[src/rtl/rib_arbiter.sv]
// rib_arbiter: four-master / single-slave RIB bus arbiter with a per-transaction timeout.
// Build option RIB_RR_EN: round-robin among m0..m2 (m3 keeps absolute priority).
module rib_arbiter #(
    parameter int unsigned ADDR_W  = 32,
    parameter int unsigned DATA_W  = 32,
    parameter int unsigned TIMEOUT = 255
) (
    input  logic                  clk,
    input  logic                  rst,
    input  logic [3:0]            m_req_i,
    input  logic [3:0]            m_we_i,
    input  logic [4*ADDR_W-1:0]   m_addr_i,
    input  logic [4*DATA_W-1:0]   m_wdata_i,
    output logic [3:0]            m_ack_o,
    output logic [DATA_W-1:0]     m_rdata_o,
    output logic                  s_req_o,
    output logic                  s_we_o,
    output logic [ADDR_W-1:0]     s_addr_o,
    output logic [DATA_W-1:0]     s_wdata_o,
    input  logic [DATA_W-1:0]     s_rdata_i,
    input  logic                  s_ack_i,
    output logic                  hold_flag_o,
    output logic                  err_o,
    output logic [ADDR_W-1:0]     err_addr_o
);

    typedef enum logic {IDLE, BUSY} state_t;

    localparam logic [15:0] CNT_LAST = 16'(TIMEOUT - 1);

    state_t            state, state_next;
    logic [1:0]        grant, grant_next;
    logic [15:0]       cnt, cnt_next;
    logic [3:0]        eligible;
    logic [1:0]        pick;
    logic              timeout_hit;

    logic [ADDR_W-1:0] addr_arr  [4];
    logic [DATA_W-1:0] wdata_arr [4];

    logic              s_req_next;
    logic              s_we_next;
    logic [ADDR_W-1:0] s_addr_next;
    logic [DATA_W-1:0] s_wdata_next;
    logic [3:0]        m_ack_next;
    logic [DATA_W-1:0] m_rdata_next;
    logic              hold_next;
    logic              err_next;
    logic [ADDR_W-1:0] err_addr_next;

`ifdef RIB_RR_EN
    logic [1:0]        last, last_next;
    logic [1:0]        cand;
    logic              found;
`endif

    always_comb begin
        for (int unsigned i = 0; i < 4; i++) begin
            addr_arr[i]  = m_addr_i[i*ADDR_W +: ADDR_W];
            wdata_arr[i] = m_wdata_i[i*DATA_W +: DATA_W];
        end
    end

    // The master acked this cycle still shows its request; mask it off.
    assign eligible    = m_req_i & ~m_ack_o;
    assign timeout_hit = (state == BUSY) && !s_ack_i && (cnt == CNT_LAST);

`ifdef RIB_RR_EN
    always_comb begin
        pick  = 2'd3;
        cand  = 2'd0;
        found = 1'b0;
        if (!eligible[3]) begin
            pick = 2'd0;
            for (int unsigned k = 1; k <= 3; k++) begin
                cand = 2'((32'(last) + k) % 3);
                if (eligible[cand] && !found) begin
                    pick  = cand;
                    found = 1'b1;
                end
            end
        end
    end
`else
    always_comb begin
        if (eligible[3])      pick = 2'd3;
        else if (eligible[0]) pick = 2'd0;
        else if (eligible[1]) pick = 2'd1;
        else                  pick = 2'd2;
    end
`endif

    always_ff @(posedge clk) begin
        if (!rst) begin
            state       <= IDLE;
            grant       <= '0;
            cnt         <= '0;
            s_req_o     <= 1'b0;
            s_we_o      <= 1'b0;
            s_addr_o    <= '0;
            s_wdata_o   <= '0;
            m_ack_o     <= '0;
            m_rdata_o   <= '0;
            hold_flag_o <= 1'b0;
            err_o       <= 1'b0;
            err_addr_o  <= '0;
`ifdef RIB_RR_EN
            last        <= 2'd2;
`endif
        end else begin
            state       <= state_next;
            grant       <= grant_next;
            cnt         <= cnt_next;
            s_req_o     <= s_req_next;
            s_we_o      <= s_we_next;
            s_addr_o    <= s_addr_next;
            s_wdata_o   <= s_wdata_next;
            m_ack_o     <= m_ack_next;
            m_rdata_o   <= m_rdata_next;
            hold_flag_o <= hold_next;
            err_o       <= err_next;
            err_addr_o  <= err_addr_next;
`ifdef RIB_RR_EN
            last        <= last_next;
`endif
        end
    end

    always_comb begin
        state_next = state;
        case (state)
            IDLE:    if (|eligible) state_next = BUSY;
            BUSY:    if (s_ack_i || timeout_hit) state_next = IDLE;
            default: state_next = IDLE;
        endcase
    end

    always_comb begin
        grant_next    = grant;
        cnt_next      = cnt;
        s_req_next    = s_req_o;
        s_we_next     = s_we_o;
        s_addr_next   = s_addr_o;
        s_wdata_next  = s_wdata_o;
        m_ack_next    = '0;
        m_rdata_next  = m_rdata_o;
        hold_next     = hold_flag_o;
        err_next      = 1'b0;
        err_addr_next = err_addr_o;
`ifdef RIB_RR_EN
        last_next     = last;
`endif
        case (state)
            IDLE: begin
                if (|eligible) begin
                    grant_next   = pick;
                    cnt_next     = '0;
                    s_req_next   = 1'b1;
                    s_we_next    = m_we_i[pick];
                    s_addr_next  = addr_arr[pick];
                    s_wdata_next = wdata_arr[pick];
                    hold_next    = pick[1];
`ifdef RIB_RR_EN
                    if (pick != 2'd3) last_next = pick;
`endif
                end
            end
            BUSY: begin
                if (s_ack_i) begin
                    m_ack_next[grant] = 1'b1;
                    m_rdata_next      = s_rdata_i;
                    s_req_next        = 1'b0;
                    hold_next         = 1'b0;
                end else if (timeout_hit) begin
                    m_ack_next[grant] = 1'b1;
                    m_rdata_next      = '0;
                    s_req_next        = 1'b0;
                    hold_next         = 1'b0;
                    err_next          = 1'b1;
                    err_addr_next     = s_addr_o;
                end else begin
                    cnt_next = cnt + 16'd1;
                end
            end
            default: ;
        endcase
    end

endmodule
[config.mk]
export PLATFORM = sky130hd
export DESIGN_NAME = rib_arbiter
export DESIGN_NICKNAME = d
export VERILOG_FILES = /design/src/rtl/rib_arbiter.sv
export SDC_FILE = /design/constraint.sdc
export NUM_CORES = 1
export LEC_CHECK = 0
export CAP_MARGIN = 10
export CORE_AREA = 2 2 170 172
export DETAILED_ROUTE_END_ITERATION = 16
export DIE_AREA = 0 0 172 174
export GPL_TIMING_DRIVEN = 0
export SYNTH_ARGS = -nofsm -noshare
export SYNTH_HDL_FRONTEND = slang
export SYNTH_SLANG_ARGS = --single-unit
[constraint.sdc]
create_clock -name clk -period 4 [get_ports clk]
set_input_delay 1.2 -clock clk [delete_from_list [all_inputs] [get_ports clk]]
set_output_delay 1.2 -clock clk [all_outputs]
set_load 0.005 [all_outputs]
Word-level counts from Yosys, hierarchy flattened
Index checks and enable logic that the tools add are counted.
{ "totals": {"ff_bits": 155, "input_bits": 299, "out_inout_bits": 136, "elab_cells": 73} }
{ "op_classes": {"add_sub_neg": 1, "magnitude_cmp": 4, "eq_ne": 5, "n_mux": 31, "n_bitwise": 6, "n_reduce_logical": 14} }
{ "op_table": {"columns": ["operator", "n"], "rows": [
  ["$mux W32", 6],
  ["$bmux W32 S2", 2],
  ["$mux W16", 3],
  ["$pmux W16 S2", 1],
  ["$add A16 B1 Y16 const B", 1],
  ["$eq A16 B8 Y1 const B", 1],
  ["$mux W1", 9],
  ["$mux W4", 2],
  ["$reduce_and A2 Y1", 4],
  ["$lt A2 B3 Y1 const B", 2],
  ["$mux W2", 3],
  ["$ne A2 B2 Y1 const B", 3],
  ["$pmux W1 S2", 3],
  ["$reduce_and A3 Y1", 2],
  ["$and A4 B4 Y4", 1],
  ["$not A4 Y4", 1],
  ["$reduce_or A4 Y1", 1],
  ["$ge A3 B3 Y1 const B", 1],
  ["$logic_and A1 B1 Y1", 3],
  ["$ne A3 B2 Y1 const B", 1],
  ["$not A1 Y1", 3],
  ["$not A2 Y3", 1],
  ["$reduce_or A3 Y1", 1],
  ["$bmux W1 S2", 1],
  ["other kinds (5)", 5]
]} }

Longest topological paths before layout
{ "depth": {"ltp_word": 9, "mapped_depth": 9, "ltp_nobuf": 7} }

Least setup slack after synthesis
No wires, ideal clock.
{ "synth_path": {"path_type": "in2reg", "from": "input port m_req_i[3]", "to": "register cnt[4]", "setup_time_ns": 0.117, "arrival_time_ns": 2.537, "t_required_ns": 3.883, "path_slack_ns": 1.346, "cell_stages": 7, "n_path_buf": 2, "path_cell_list": "nor2b_1 > buf_2 > o41a_1 > buf_2 > a211oi_4 > nor2_2 > a22o_1"} }
{ "synth_via": {"elab_chain_len": 4} }
{ "synth_lines": {"columns": ["element", "line_no", "rtl"], "rows": [
  ["from (decl)", "10", "input logic [3:0] m_req_i,"],
  ["$and A4 B4 Y4", "65", "assign eligible = m_req_i & ~m_ack_o;"],
  ["$reduce_or A4 Y1", "155", "if (|eligible) begin"],
  ["$ne A2 B2 Y1 (no source line)", null, null],
  ["$reduce_and A3 Y1 (no source line)", null, null],
  ["to (signal assigned)", "113", "cnt <= cnt_next;"],
  ["to (decl)", "33", "logic [15:0] cnt, cnt_next;"]
]} }
No other way between the ends.
A chain may end at the register's enable or synchronous reset.

Final worst setup path
{ "layout_path": {"from": "input port m_req_i[0]", "to": "register s_addr_o[20]"} }
{ "layout_via": {"elab_chain_len": 7, "word_cells_on_any_way": 9, "classes_between": "mux: 5; bitwise: 2; reduce/logical: 2"} }
{ "layout_lines": {"columns": ["element", "line_no", "rtl"], "rows": [
  ["$and A4 B4 Y4 *", "65", null],
  ["$mux W2", "87", "else if (eligible[0]) pick = 2'd0;"],
  ["$mux W2", "86", "if (eligible[3]) pick = 2'd3;"],
  ["$not A2 Y3 (implied by the code)", "160", "s_addr_next = addr_arr[pick];"],
  ["$bmux W32 S2", "160", null],
  ["$mux W32 (implied by the code) (2 in a row)", "160", null],
  ["to (signal assigned)", "116", "s_addr_o <= s_addr_next;"],
  ["to (decl)", "18", "output logic [ADDR_W-1:0] s_addr_o,"]
]} }
Mark *: on every way between the ends. The rest lies on a longest branch, timed or not. The select of a mux whose other input is x is not followed.

==> impl_metrics.json <==
{
  "outcome": "completed",
  "wl_per_cell_microns": 21.22,
  "vias_per_cell": 5.126,
  "clkSinkCount": 155,
  "ys_async_sr_fraction_pct": 0,
  "yosysSeqAreaShare_pct": 41.77,
  "cp_max_fo": 10,
  "final_cell_mix": "434 x clkdlybuf4s50_1, 155 x dfxtp_1, 129 x nand2_1",
  "synth.area.top_cells": "dfxtp_1 42%, o221ai_1 9.9%, o21ai_0 6.7%",
  "synthesis.nets": 1179,
  "grt_pass1_wl_microns": 53050,
  "row_count": 62,
  "crit_buf_inv": 4,
  "grt_max_degree": 17,
  "io_pins": 435,
  "grt_overflow": 0,
  "start_util_pct": 26.31,
  "cts_buffers": 17,
  "tightest_slew_ns": 1.127,
  "finalHoldViolCount": 0,
  "cp.depth": 8,
  "arrival_ns": 3.97,
  "end_kind": "register",
  "startpoint_type": "input port",
  "ys.flop_type": "dfxtp_1",
  "clock_power_share_pct": 37.5,
  "htreeDepth": 4,
  "ys_warn_count": 0,
  "tns_ns": 0,
  "die_x_microns": 172,
  "required_ns": 4.35,
  "fin_area_sq_um": 12830,
  "ys_ff_latch": 155,
  "cts_tree": "yes",
  "r2r_end": "s_addr_o[20]",
  "startpoint": "m_req_i[0]",
  "power_density_nw_per_um2": 337.9,
  "finalSetupViolations": 0,
  "place_area_sq_um": 12260,
  "syn_area_sq_um": 7428,
  "irDropWorstVdd_mv": 0.2432,
  "grt.met2_usage_pct": 41.28,
  "slowest_delay_ns": 0.59,
  "drt-initial-drc-count": 549,
  "port_buffers": 434,
  "cpLargestDelayFamily": "buffers and inverters",
  "reg2reg_depth": 7,
  "min_period_over_period_pct": 90.33,
  "power_frac_comb_pct": 22.9,
  "synth_top_area_share_pct": 41.77,
  "grtUsageTotal_pct": 23.74,
  "drt-total-wl_microns": 36680,
  "reg2reg_slack_ns": 1.23,
  "hold_path.class": "reg2reg",
  "antenna_found_initial": 1,
  "hpwl_microns": 28580,
  "drive_gt1_share_pct": 8.482,
  "fin_skew_ns": 0.01306,
  "fmax_ghz": 0.2768,
  "timing.final.max_slew_violations": 0,
  "ctsResizeCount": 0,
  "reg2reg_from": "m_ack_o[0]",
  "route.detailed.drc": 0,
  "clkTransAtPathRegs_ns": 0.07,
  "p_int_mw": 3.087,
  "synthCells": 878,
  "endpoint": "s_addr_o[20]",
  "power_switching_mw": 1.250,
  "clockBufferDepth": 2,
  "final_antenna_net_count": 0,
  "num_vias": 8862,
  "nFillCells": 2846,
  "area_delta_synth_final_pct": 72.76,
  "die_h_microns": 174,
  "synth_top_area_cell": "dfxtp_1",
  "clk_latency_ns": 0.42,
  "drv_cap": 0,
  "avgSynthCellArea_sq_um": 8.461,
  "core_sq_um": 28240,
  "p_sw_share_pct": 28.82,
  "dr.pass1.iters": 6,
  "die-area_sq_um": 29930,
  "nets": 1632,
  "grt_use_met1_pct": 28.29,
  "maxSlewHeadroom_pct": 24.60,
  "min_period_ns": 3.613,
  "cts_root_buffer": "clkbuf_16",
  "grt_use_met3_pct": 6.489,
  "layout_commonest_cell": "clkdlybuf4s50_1",
  "busiest_layer": "met2",
  "leakage_nw": 4.543,
  "yosysUniqueCellTypes": 52,
  "rsz0062_at_grt": "no",
  "grt_pass1_vias": 8744,
  "path_cells": "clkdlybuf4s50_1 > nand2b_1 > clkbuf_1 > a21oi_1 > buf_2 > buf_1 > o221ai_1 > nand3_1",
  "ctsHoldBuffers": 0,
  "post_cts_buffers": 0,
  "pwr-share-seq_pct": 39.7,
  "crit_type": "in2reg",
  "cpMaxStageDelayCell": "buf_1",
  "synth_edf_count": 0,
  "routabilityCongestion": 0.8782
}
-- worst reg2reg max path: stages, from the launching register on --
cell      delay, ns
dfxtp_1        0.33
nand2b_1       0.14
clkbuf_1       0.21
a21oi_1        0.44
buf_2          0.41
buf_1          0.60
o221ai_1       0.40
nand3_1        0.19
-- logic make-up (layout without fill, tap and decap cells) --
| group | Yosys count | count (layout) | synth area share [%] |
|---|---|---|---|
| AO/OA/AOI/OAI | 375 | 375 | 34.33 |
| XOR/XNOR | 2 | 2 | 0.2359 |
| adder cells (fa/ha/maj) | 2 | 2 | 0.3368 |
| buffers and inverters | 95 | 561 | 5.878 |
| flip-flops | 155 | 155 | 41.77 |
| multiplexers | 1 | 1 | 0.1348 |
| other | 0 | 1 | 0 |
| AND/OR/NAND/NOR | 248 | 248 | 17.32 |
-- metal layers --
metal,share of wire (%),vias to the layer above,wire [microns]
met1,41,4191,15130
met4,2.5,0,928
li1,-,4212,-
met2,48,412,17690
met5,0,-,0
met3,8.0,47,2932
-- sequential cells by signal, indices dropped and copies added, names as in the netlist --
name,cells
s_addr_o,32
s_req_o,1
hold_flag_o,1
state,1
s_wdata_o,32
cnt,16
grant,2
m_rdata_o,32
s_we_o,1
err_o,1
m_ack_o,4
err_addr_o,32
-- metrics by stage --
stage | hold WS (ns) | setup WS, ns | std cells | util [%] | power [mW]
6_report | 0.4481 | 0.3869 | 1729 | 45.45 | 4.336
5_1_grt | 0.4618 | 0.2481 | 1729 | 45.45 | 4.516
4_1_cts | 0.4520 | 0.3805 | 1728 | 45.44 | 4.382
3_5_place_dp | 0.4433 | -0.05403 | 1696 | 43.41 | 2.752
2_1_floorplan | 0.4478 | 1.346 | 878 | - | 2.070
3_3_place_gp | 0.4387 | -0.1600 | 1696 | 43.39 | 2.747
-- cells in the mapped netlist, drive strengths merged, types with 6 or more instances --
cell type and count:
dfxtp 155, nand2 129, o21ai 102, o221ai 84, a21oi 73, clkbuf 68, nand3 60, a21o 48
a31oi 48, buf 22, nor2 18, nor3 7, nand2b 6
-- area by class of cell --
| type | instances | area [sq um] | area share [%] |
|---|---|---|---|
| antenna | 1 | 2.502 | 0.01950 |
| buffer | 90 | 417.9 | 3.256 |
| clock buffer | 19 | 442.9 | 3.451 |
| clock inverter | 13 | 131.4 | 1.024 |
| inverter | 5 | 18.77 | 0.1462 |
| multi-input combinational | 628 | 3892 | 30.33 |
| sequential | 155 | 3103 | 24.18 |
| tap | 384 | 480.5 | 3.744 |
| timing repair buffer | 434 | 4344 | 33.85 |
-- power by group through the flow --
| stage | Sequential (mW) | Clock [mW] | Combinational, mW |
|---|---|---|---|
| CTS | 1.72 | 1.66 | 1.00 |
| global route | 1.73 | 1.72 | 1.06 |
| detailed placement | 1.76 | 0 | 0.995 |
| finish | 1.72 | 1.62 | 0.992 |
| global placement | 1.75 | 0 | 0.993 |
| floorplan | 1.74 | 0 | 0.329 |
-- worst min-delay path by stage --
stage / startpoint / to / slack (ns) / depth (start not counted)
5_1_grt: err_addr_o[30] / err_addr_o[30] / 0.46 / 2
3_5_place_dp: err_addr_o[6] / err_addr_o[6] / 0.44 / 2
2_1_floorplan: cnt[6] / cnt[6] / 0.45 / 2
3_3_place_gp: err_addr_o[13] / err_addr_o[13] / 0.44 / 2
6_report: err_addr_o[18] / err_addr_o[18] / 0.45 / 2
4_1_cts: err_addr_o[6] / err_addr_o[6] / 0.45 / 2
Note: power is estimated with default switching activity, not from simulation.
